`src/rtl/picorv_muldiv_pkg.sv`:
```
// Shared definitions for the PCPI multiply/divide sequencer.
//   - state_t: sequencer FSM states
//   - F3_*: RV M-extension funct3 operation codes
//   - OPC_OP / FUNCT7_MULDIV: fixed instruction fields identifying an M-extension op
//   - is_muldiv(): decode helper on a 32-bit instruction word
package picorv_muldiv_pkg;

  typedef enum logic [2:0] {
    IDLE  = 3'd0,
    ISSUE = 3'd1,
    WAIT  = 3'd2,
    RESP  = 3'd3,
    DRAIN = 3'd4
  } state_t;

  localparam logic [2:0] F3_MUL    = 3'b000;
  localparam logic [2:0] F3_MULH   = 3'b001;
  localparam logic [2:0] F3_MULHSU = 3'b010;
  localparam logic [2:0] F3_MULHU  = 3'b011;
  localparam logic [2:0] F3_DIV    = 3'b100;
  localparam logic [2:0] F3_DIVU   = 3'b101;
  localparam logic [2:0] F3_REM    = 3'b110;
  localparam logic [2:0] F3_REMU   = 3'b111;

  localparam logic [6:0] OPC_OP        = 7'b0110011;
  localparam logic [6:0] FUNCT7_MULDIV = 7'b0000001;

  function automatic logic is_muldiv(input logic [31:0] insn);
    return (insn[6:0] == OPC_OP) && (insn[31:25] == FUNCT7_MULDIV);
  endfunction

endpackage

```
`src/rtl/picorv_pcpi_muldiv_ctrl.sv`:
```
// Sequencer between the core PCPI port and the shared multiply/divide units.
// Accepts one M-extension instruction at a time, latches its operands, pulses
// the selected unit's start, waits (bounded by TIMEOUT) for that unit's ready
// and returns one registered write-back beat to the core.
//
// Optional build macro: PICORV_DIVZERO_FASTPATH_EN
//   When defined, a divide-class instruction with rs2 == 0 is answered directly
//   from IDLE (DIV/DIVU -> all-ones, REM/REMU -> rs1) without using the unit.
//
// Ports:
//   clock, reset            clock and asynchronous active-high reset
//   pcpi_valid/insn/rs1/rs2 request from the core
//   pcpi_ready              one-cycle completion beat
//   pcpi_wb_write/wb_data   write-back qualifier and result (0 unless ready)
//   unit_rs1/rs2/funct3     latched operands/op select to both units
//   mul_start/mul_ready/rd  multiply unit handshake
//   div_start/div_ready/rd  divide unit handshake
//   busy                    sequencer not idle
//   timeout_err             sticky, set when a unit fails to answer in time
module picorv_pcpi_muldiv_ctrl
  import picorv_muldiv_pkg::*;
#(
  parameter int XLEN    = 64,
  parameter int TIMEOUT = 256
) (
  input  logic            clock,
  input  logic            reset,
  input  logic            pcpi_valid,
  input  logic [31:0]     pcpi_insn,
  input  logic [XLEN-1:0] pcpi_rs1,
  input  logic [XLEN-1:0] pcpi_rs2,
  output logic            pcpi_ready,
  output logic            pcpi_wb_write,
  output logic [XLEN-1:0] pcpi_wb_data,
  output logic [XLEN-1:0] unit_rs1,
  output logic [XLEN-1:0] unit_rs2,
  output logic [2:0]      unit_funct3,
  output logic            mul_start,
  input  logic            mul_ready,
  input  logic [XLEN-1:0] mul_rd,
  output logic            div_start,
  input  logic            div_ready,
  input  logic [XLEN-1:0] div_rd,
  output logic            busy,
  output logic            timeout_err
);

  localparam int TW = $clog2(TIMEOUT) + 1;
  localparam logic [TW-1:0] TIMER_LAST = TW'(TIMEOUT - 1);
  localparam logic [TW-1:0] TIMER_MAX  = '1;

  state_t          state;
  logic [TW-1:0]   timer;
  // Set when the core withdrew pcpi_valid while the op was in flight; the
  // unit is still allowed to finish, but its result is thrown away.
  logic            flushed;

  logic            sel_ready;
  logic [XLEN-1:0] sel_rd;
  logic            resp_ok;

  // Register/rd fields are owned by the core; only opcode/funct3/funct7 matter.
  logic unused_insn;
  assign unused_insn = &{1'b0, pcpi_insn[24:15], pcpi_insn[11:7]};

  // Only the unit that was started may complete the op; the other unit's
  // ready is ignored even if it fires in the same cycle.
  assign sel_ready = unit_funct3[2] ? div_ready : mul_ready;
  assign sel_rd    = unit_funct3[2] ? div_rd    : mul_rd;
  assign resp_ok   = pcpi_valid && !flushed;

  assign busy = (state != IDLE);

  always_ff @(posedge clock or posedge reset) begin
    if (reset) begin
      state         <= IDLE;
      timer         <= '0;
      flushed       <= 1'b0;
      pcpi_ready    <= 1'b0;
      pcpi_wb_write <= 1'b0;
      pcpi_wb_data  <= '0;
      unit_rs1      <= '0;
      unit_rs2      <= '0;
      unit_funct3   <= '0;
      mul_start     <= 1'b0;
      div_start     <= 1'b0;
      timeout_err   <= 1'b0;
    end else begin
      // Pulses and the response beat default low every cycle.
      mul_start     <= 1'b0;
      div_start     <= 1'b0;
      pcpi_ready    <= 1'b0;
      pcpi_wb_write <= 1'b0;
      pcpi_wb_data  <= '0;

      case (state)
        IDLE: begin
          if (pcpi_valid && is_muldiv(pcpi_insn)) begin
            unit_rs1    <= pcpi_rs1;
            unit_rs2    <= pcpi_rs2;
            unit_funct3 <= pcpi_insn[14:12];
            flushed     <= 1'b0;
`ifdef PICORV_DIVZERO_FASTPATH_EN
            if (pcpi_insn[14] && (pcpi_rs2 == '0)) begin
              // funct3[1] distinguishes REM/REMU from DIV/DIVU.
              pcpi_ready    <= 1'b1;
              pcpi_wb_write <= 1'b1;
              pcpi_wb_data  <= pcpi_insn[13] ? pcpi_rs1 : '1;
              state         <= RESP;
            end else begin
              mul_start <= !pcpi_insn[14];
              div_start <= pcpi_insn[14];
              state     <= ISSUE;
            end
`else
            mul_start <= !pcpi_insn[14];
            div_start <= pcpi_insn[14];
            state     <= ISSUE;
`endif
          end
        end

        ISSUE: begin
          // The start pulse is visible during this cycle.
          timer <= '0;
          if (!pcpi_valid) flushed <= 1'b1;
          state <= WAIT;
        end

        WAIT: begin
          if (timer != TIMER_MAX) timer <= timer + 1'b1;
          if (sel_ready) begin
            pcpi_ready    <= resp_ok;
            pcpi_wb_write <= resp_ok;
            pcpi_wb_data  <= resp_ok ? sel_rd : '0;
            state         <= RESP;
          end else if (timer == TIMER_LAST) begin
            // Error response: acknowledge without writing rd.
            pcpi_ready  <= resp_ok;
            timeout_err <= 1'b1;
            state       <= RESP;
          end else if (!pcpi_valid) begin
            flushed <= 1'b1;
          end
        end

        RESP: begin
          state <= DRAIN;
        end

        DRAIN: begin
          // Hold off until the core retires the request so the same
          // instruction is never dispatched twice.
          if (!pcpi_valid) state <= IDLE;
        end

        default: state <= IDLE;
      endcase
    end
  end

endmodule

```
`config.mk`:
```
export PLATFORM = sky130hd
export DESIGN_NAME = picorv_pcpi_muldiv_ctrl
export DESIGN_NICKNAME = d
export VERILOG_FILES = /design/src/rtl/picorv_muldiv_pkg.sv /design/src/rtl/picorv_pcpi_muldiv_ctrl.sv
export SDC_FILE = /design/constraint.sdc
export NUM_CORES = 1
export LEC_CHECK = 0
export BUFFER_PORTS_ARGS = -buffer_cell sky130_fd_sc_hd__clkbuf_2
export CORE_AREA = 2 2 195 197
export CTS_CLUSTER_DIAMETER = 80
export CTS_CLUSTER_SIZE = 25
export DETAILED_ROUTE_END_ITERATION = 12
export DIE_AREA = 0 0 197 199
export GPL_TIMING_DRIVEN = 0
export PLACE_DENSITY = 0.53
export SLEW_MARGIN = 15
export SYNTH_ARGS = -nofsm -noshare
export SYNTH_HDL_FRONTEND = slang
export SYNTH_SLANG_ARGS = --single-unit
```
`constraint.sdc`:
```
create_clock -name clock -period 7.9 [get_ports clock]
set_clock_uncertainty 0.2 [all_clocks]
set_input_delay 0.79 -clock clock [delete_from_list [all_inputs] [get_ports clock]]
set_output_delay 0.79 -clock clock [all_outputs]
set_load 0.1 [all_outputs]
```
; ---- Yosys cells after proc, flatten, opt, wreduce, memory -nomap -nowiden
; Cells that the tools add are included.
; W data, S select, Z words.
[totals]
word_cells = 68
memories = 0
romBits = 0
out_inout_bits = 201
in_bits = 293
ram_bits = 0
latchBits = 0
ff_bits = 213
[classes]
n_reduce_logical = 14
n_mux = 26
n_bitwise = 1
n_div = 0
n_mul = 0
eq_ne = 14
shifts = 0
add_sub_neg = 1
n_lt_le_gt_ge = 0
[op_table]
columns = op, n
row1 = $mux W64, 4
row2 = $pmux W9 S2, 1
row3 = $pmux W3 S5, 1
row4 = $mux W1, 14
row5 = $mux W3, 4
row6 = $ne A2 B2 Y1 const B, 5
row7 = $add A9 B1 Y9 const B, 1
row8 = $eq A9 B8 Y1 const B, 1
row9 = $mux W9, 1
row10 = $ne A9 B9 Y1 const B, 1
row11 = $eq A7 B1 Y1 const B, 1
row12 = $eq A7 B6 Y1 const B, 1
row13 = $eq A3 B2 Y1 const B, 2
row14 = $reduce_and A3 Y1, 2
row15 = $reduce_bool A3 Y1, 2
row16 = $reduce_and A2 Y1, 2
row17 = $reduce_and A4 Y1, 1
row18 = $eq A3 B1 Y1 const B, 1
row19 = $eq A3 B3 Y1 const B, 1
row20 = $logic_and A1 B1 Y1, 3
row21 = $logic_not A3 Y1, 1
row22 = $ne A3 B3 Y1 const B, 1
row23 = $pmux W1 S3, 1
row24 = $logic_not A1 Y1, 2
row25 = 2 further kinds, 2

; ---- Depth between registers and ports, before layout
; Gate-level depths: netlist of the first run.
[logic_depth]
word_depth = 5
ltp_mapped = 9
ltp_nobuf = 8

; ---- Worst setup path before layout of the first run
; OpenSTA, ideal clock, no wires.
[synth_path]
path_type = input port to flip-flop
from = input pcpi_insn[28]
to = register unit_rs2[40]
path_buffers = 3
slack_ns = 5.110
setup_time_ns = 0.128
t_required_ns = 7.572
cell_stages = 7
t_arrival_ns = 2.462
cell_sequence = or4_1 -> nor4_2 -> nor2b_1 -> buf_4 -> buf_8 -> buf_6 -> mux2_1
[synth_via]
elab_chain_cells = 4
[synth_rtl]
columns = element, line_no
row1 = from (decl), picorv_pcpi_muldiv_ctrl.sv:29  ; input logic [31:0] pcpi_insn,
row2 = $eq A7 B1 Y1, picorv_muldiv_pkg.sv:29  ; return (insn[6:0] == OPC_OP) && (insn[31:25] == FUNCT7_MULDIV);
row3 = $logic_and A1 B1 Y1, picorv_muldiv_pkg.sv:29
row4 = $logic_and A1 B1 Y1, picorv_pcpi_muldiv_ctrl.sv:98  ; if (pcpi_valid && is_muldiv(pcpi_insn)) begin
row5 = $reduce_and A2 Y1 (no line), --
row6 = to (signal assigned), picorv_pcpi_muldiv_ctrl.sv:100  ; unit_rs2 <= pcpi_rs2;
row7 = to (decl), picorv_pcpi_muldiv_ctrl.sv:36  ; output logic [XLEN-1:0] unit_rs2,
; No other way between the ends.
; A chain may end at the register's enable or synchronous reset.

; ---- Worst setup path after layout of the first run
[layout_path]
from = input pcpi_insn[28]
to = register unit_rs2[43]
; The elaborated chain is that of the path after synthesis.

==> results of run 1 <==
sequential cells by signal, summed over array words and instances (netlist names):
register and cells:
div_start 1, flushed 1, mul_start 1, pcpi_ready 1
pcpi_wb_data 64, pcpi_wb_write 1, state 3, timeout_err 1
timer 9, unit_funct3 3, unit_rs1 64, unit_rs2 64
cells in the mapped netlist (all sizes together) (3+ instances only):
| master | instances | area [um2] |
|---|---|---|
| inv | 4 | 15.0 |
| nand2 | 5 | 18.8 |
| dfrtp | 213 | 5330 |
| nor2 | 71 | 267 |
| o21ai | 5 | 25.0 |
| mux2i | 65 | 651 |
| mux2 | 131 | 1480 |
| nor2b | 3 | 18.8 |
| nand4 | 3 | 18.8 |
| clkbuf | 15 | 56.3 |
| ha | 3 | 37.5 |
| buf | 19 | 176 |
| or3b | 3 | 26.3 |
| nand3 | 7 | 35.0 |
worst register-to-register path: stages, from the launching register on:
cell and delay [ns]:
dfrtp_1 0.37, clkbuf_1 0.30, nor3b_1 0.30, nand3_1 0.19
or2_2 0.32, clkbuf_1 0.29, clkbuf_1 0.34, nor2_1 0.26
worst paths after layout:
path	slack (ns)	start	depth (start not counted)	end
max	5.23	pcpi_insn[28]	8	unit_rs2[43]
min	0.09	reset	2	unit_rs2[28]
max reg2reg	5.23	state[1]	7	pcpi_wb_data[55]
min reg2reg	0.29	unit_rs2[53]	1	unit_rs2[53]
max in group asynchronous	6.64	reset	3	pcpi_wb_data[60]
min in group clock	0.28	pcpi_insn[14]	2	mul_start
per-stage QoR:
stage | instances | hold slack, ns
2_1_floorplan | 575 | 0.290
3_3_place_gp | 1527 | 0.266
3_5_place_dp | 1529 | 0.274
4_1_cts | 1556 | 0.0754
5_1_grt | 1556 | 0.0917
6_report | 1556 | 0.0890
layout by cell type, fill, tap and decap left out, drive strengths merged, types with 3 or more instances in the layout:
cell type and count:
or3b 3, dfrtp 213, nor2 71, nand4 3, buf 21, clkinv 6, nand2 5, o21ai 5
nor2b 3, ha 3, mux2i 65, clkbuf 511, inv 7, nand3 7, mux2 131
area by class of cell:
cell class | count | area (um2)
Buffer | 34 | 233
Clock buffer | 18 | 439
Clock inverter | 9 | 120
Fill cell | 3843 | 25200
Inverter | 4 | 22.5
Multi-Input combinational cell | 324 | 2790
Sequential cell | 213 | 5330
Tap cell | 474 | 593
Timing Repair Buffer | 480 | 2450
metal layers:
metal / GRT usage, % / vias up / routed length [um]
met5: 0 / - / 0
met4: 2.81 / 0 / 450
met3: 3.81 / 27 / 2300
met2: 22.5 / 308 / 12900
met1: 15.0 / 2966 / 10200
li1: - / 2970 / -
where the power goes:
part / internal (uW) / leakage, uW / total (uW) / switching [uW]
clock: 427 / 0.000273 / 872 / 445
combinational: 93.9 / 0.00337 / 232 / 138
sequential: 1100 / 0.00297 / 1120 / 11.7
kinds of logic after synthesis:
kind of cell | Yosys count | share of synthesized area (%)
XOR/XNOR | 4 | 0.419
multiplexers | 196 | 25.4
flip-flops | 213 | 63.7
AND/OR/NAND/NOR | 110 | 6.21
adder cells (fa/ha/maj) | 3 | 0.449
buffers and inverters | 38 | 2.96
AO/OA/AOI/OAI | 11 | 0.823
==> impl_metrics.tcl, run 1 <==
set metrics [dict create \
    status "finished clean" \
    syn_nets 871 \
    worst_slew_pin_slew_ns 0.950 \
    place_area_um2 11400 \
    crit_family "simple AND/OR/NAND/NOR gates" \
    fp-row-count 71 \
    critPathKind "primary input to flop" \
    clock_sinks 213 \
    cts_resized 0 \
    vias 6271 \
    die_area_um2 39200 \
    cpPeakStageDelay_ns 0.53 \
    clkSlewWorstSetupHoldPaths_ns 0.08 \
    core_um2 37100 \
    routabilityCongestion 0.791 \
    max_freq_mhz 374 \
    fin_ws_ns 5.23 \
    peakVddDrop_v 0.000137 \
    ys_warn_count 0 \
    ys_seq_area_share_pct 63.7 \
    ios 494 \
    ys_types 39 \
    critPathArrivalTime_ns 2.83 \
    p_leak_uw 0.00660 \
    die_width_um 197 \
    fin_util_pct 32.2 \
    synth_edf_count 0 \
    dp.final_hpwl_mm 20.7 \
    slew_headroom_pct 36.6 \
    grt_pass1_wl_mm 37.9 \
    antenna_cells 0 \
    antenna_left 0 \
    fin_crit_ns 2.67 \
    pwr_density_cell_nw_per_um2 185 \
    syn-cell-area_um2 8360 \
    first_pass_iters 4 \
    avgSynthCellArea_um2 14.5 \
    cp-start-kind "primary input" \
    crit_buf_inv 4 \
    die_y_um 199 \
    async_flop_share_pct 100 \
    drv_cap 0 \
    setup_viol 0 \
    period_share_pct 33.8 \
    h-tree-depth 1 \
    nets 1369 \
    cts_setup_buffers 0 \
    ys_seq_elements 213 \
    synthCells 575 \
    p_total_uw 2220 \
    wl_mm 25.8 \
    start_util_pct 22.5 \
    hold_viol 0 \
    place_worst_setup_slack_ns 4.63 \
    cts-hold-fix-buffers 0 \
    rsz0062_at_grt "false" \
    grt-ovfl-total 0 \
    clock_path_buffers 3 \
    cp-end-kind "flop" \
    synth_ff_type "dfrtp_1" \
    area_growth_syn_to_layout_pct 43.1 \
    required_ns 8.06 \
    drtIter0Drc 136 \
    grt_pass1_vias 6408 \
    cp_max_fo 10 \
    root_buffer "clkbuf_16" \
    grt.total_usage_pct 12.6 \
    post_drt_wl_per_cell_um 16.6 \
    path_cells "clkbuf_2, or4_1, nor4_2, nor2b_1, buf_4, buf_8, buf_6, mux2_1" \
    via_per_inst 4.03 \
    design_area_um2 12000 \
    critPathSlowestCell "or4_1" \
    drive_above_1_share_pct 55.8 \
    port_buffers 478 \
    drc_errors 0 \
    setup_tns_ns 0 \
    worstSkewPairLatency_ns 0.50 \
    maxSlewViolCount 0 \
    antenna_found_initial 0 \
    cts_tree "built" \
    hp-class "primary input to asynchronous set/reset pin" \
    grt_max_degree 87 \
    cts_made_buffers 16 \
]
Note: power is estimated with default switching activity, not from simulation.
==> run 2, diff against run 1 <==
==> constraint.sdc (replaced) <==
create_clock -name clock -period 2.5 [get_ports clock]
set_clock_uncertainty 0.2 [all_clocks]
set_input_delay 0.25 -clock clock [delete_from_list [all_inputs] [get_ports clock]]
set_output_delay 0.25 -clock clock [all_outputs]
set_load 0.1 [all_outputs]
==> impl_metrics.tcl, run 2 (synthesis results as in run 1) <==
set metrics [dict create \
    critPathArrivalTime_ns 2.61 \
    r2r-end "timer[3]" \
    clock_sinks 213 \
    drc_errors 0 \
    layout_common_cells "482 x clkbuf_2, 263 x dlygate4sd3_1, 213 x dfrtp_1" \
    grt-ovfl-total 0 \
    critPathKind "flop to flop" \
    start_util_pct 22.5 \
    dp.final_hpwl_mm 20.3 \
    cts_tree "built" \
    die_y_um 199 \
    antenna_found_initial 0 \
    grt.total_usage_pct 14.2 \
    wl_mm 29.3 \
    grt_pass1_vias 7995 \
    setup_tns_ns 0 \
    hold_viol 0 \
    ios 494 \
    maxSlewViolCount 0 \
    h-tree-depth 1 \
    cpPeakStageDelay_ns 0.56 \
    fp-row-count 71 \
    status "finished clean" \
    swShare_pct 26.3 \
    regToRegStartpoint "timer[0]" \
    cp-end-kind "flop" \
    drtIter0Drc 156 \
    cp_common_cell "ha_1" \
    worst_slew_pin_slew_ns 0.936 \
    nets 1634 \
    fin_util_pct 39.5 \
    routabilityCongestion 0.811 \
    reg.largest.list "pcpi_wb_data (64), unit_rs1 (64), unit_rs2 (64)" \
    cts_made_buffers 15 \
    root_buffer "clkbuf_16" \
    core_um2 37100 \
    grt_use_met2_pct 26.1 \
    die_area_um2 39200 \
    grt_max_degree 37 \
    min_from "div_ready" \
    hp-class "primary input to flop" \
    required_ns 2.73 \
    crit_family "simple AND/OR/NAND/NOR gates" \
    slew_headroom_pct 37.6 \
    min_to "timeout_err" \
    pwr_density_cell_nw_per_um2 495 \
    clkPwrFrac_pct 35.9 \
    cp-start-kind "flop" \
    grt_use_met3_pct 4.58 \
    crit_buf_inv 0 \
    p_leak_uw 0.00774 \
    post_drt_wl_per_cell_um 16.1 \
    seq_power_share_pct 48.6 \
    power.switching_uw 1910 \
    drv_cap 0 \
    first_pass_iters 4 \
    antenna_left 0 \
    combPwrFrac_pct 15.5 \
    finalHoldWorstSlack_ns 0.0370 \
    r2r_slack_ns 0.12 \
    grt_pass1_wl_mm 43.8 \
    cts_setup_buffers 0 \
    p_int_uw 5340 \
    grt.busiest_layer "met2" \
    setup_viol 0 \
    die_width_um 197 \
    path_cells "ha_1, nand3_1, nor2_1, ha_1, or4b_4, or3_1, a21oi_1" \
    area_growth_syn_to_layout_pct 75.2 \
    via_per_inst 4.06 \
    port_buffers 478 \
    worstSkewPairLatency_ns 0.50 \
    clock_path_buffers 3 \
    layout.cells.most_common "clkbuf_2" \
    max_freq_mhz 420 \
    grtUsageMet1_pct 16.0 \
    fin_crit_ns 2.38 \
    cp_max_fo 9 \
    period_share_pct 95.2 \
    clkSlewWorstSetupHoldPaths_ns 0.09 \
    drive_above_1_share_pct 45.6 \
    peakVddDrop_v 0.000356 \
    min_path_cells 3 \
    vias 7395 \
    critPathSlowestCell "or4b_4" \
    reg2regPathDepth 7 \
]
-- run 2: power by group through the flow --
stage | combinational, uW | clock, uW | sequential (uW)
final | 1120 | 2610 | 3530
after floorplan | 401 | 0 | 3610
after global routing | 1210 | 2860 | 3530
after global placement | 729 | 0 | 3600
after CTS | 1090 | 2730 | 3530
after detailed placement | 757 | 0 | 3590
-- run 2: per-layer routing --
layer | up-vias | share of wire [%]
li1 | 3501 | -
met1 | 3507 | 39
met2 | 346 | 50
met3 | 41 | 8.8
met4 | 0 | 1.9
met5 | - | 0
-- run 2: layout make-up --
| cell class | count | area, um2 |
|---|---|---|
| antenna | 1 | 2.50 |
| buffer | 33 | 239 |
| clock buffer | 18 | 387 |
| clock inverter | 8 | 111 |
| fill | 3475 | 22500 |
| inverter | 4 | 18.8 |
| multi-input combinational | 324 | 2820 |
| sequential | 213 | 5330 |
| tap | 474 | 593 |
| timing repair buffer | 747 | 5150 |
-- run 2: how the worst max path moves through the flow --
| stage | start | to | slack (ns) | depth (start not counted) |
|---|---|---|---|---|
| after detailed placement | unit_funct3[2] | pcpi_wb_data[56] | -0.22 | 6 |
| after global routing | state[2] | pcpi_wb_data[53] | -0.005 | 7 |
| after CTS | state[1] | pcpi_wb_data[30] | 0.01 | 7 |
| after global placement | reset | pcpi_wb_data[40] | -2.17 | 2 |
| after floorplan | reset | div_start | -0.72 | 1 |
| final | timer[0] | timer[3] | 0.12 | 7 |
-- run 2: timing repair --
action | CTS | global route
setup endpoints to repair | 53 | 54
gates resized for setup | 7 | 7
endpoints found under the hold margin | 232 | 0
hold buffers | 263 | 0
-- run 2: worst register-to-register path: cells and delay by family, from the launching register on --
| kind | cells | cell delay (ns) |
|---|---|---|
| and+or+nand+nor | 4 | 1.08 |
| AOI/OAI and AO/OA | 1 | 0.15 |
| adders and majority gates | 2 | 0.46 |
| DFF | 1 | 0.42 |
-- run 2: per-stage QoR --
stage / worst slack, ns / total power (uW) / instances / area, um2
2_1_floorplan: -0.720 / 4010 / 575 / 8370
3_3_place_gp: -2.17 / 4330 / 1527 / 11400
3_5_place_dp: -0.223 / 4350 / 1533 / 11500
4_1_cts: 0.0119 / 7350 / 1821 / 14600
5_1_grt: -0.00500 / 7610 / 1821 / 14600
6_report: 0.119 / 7250 / 1822 / 14700
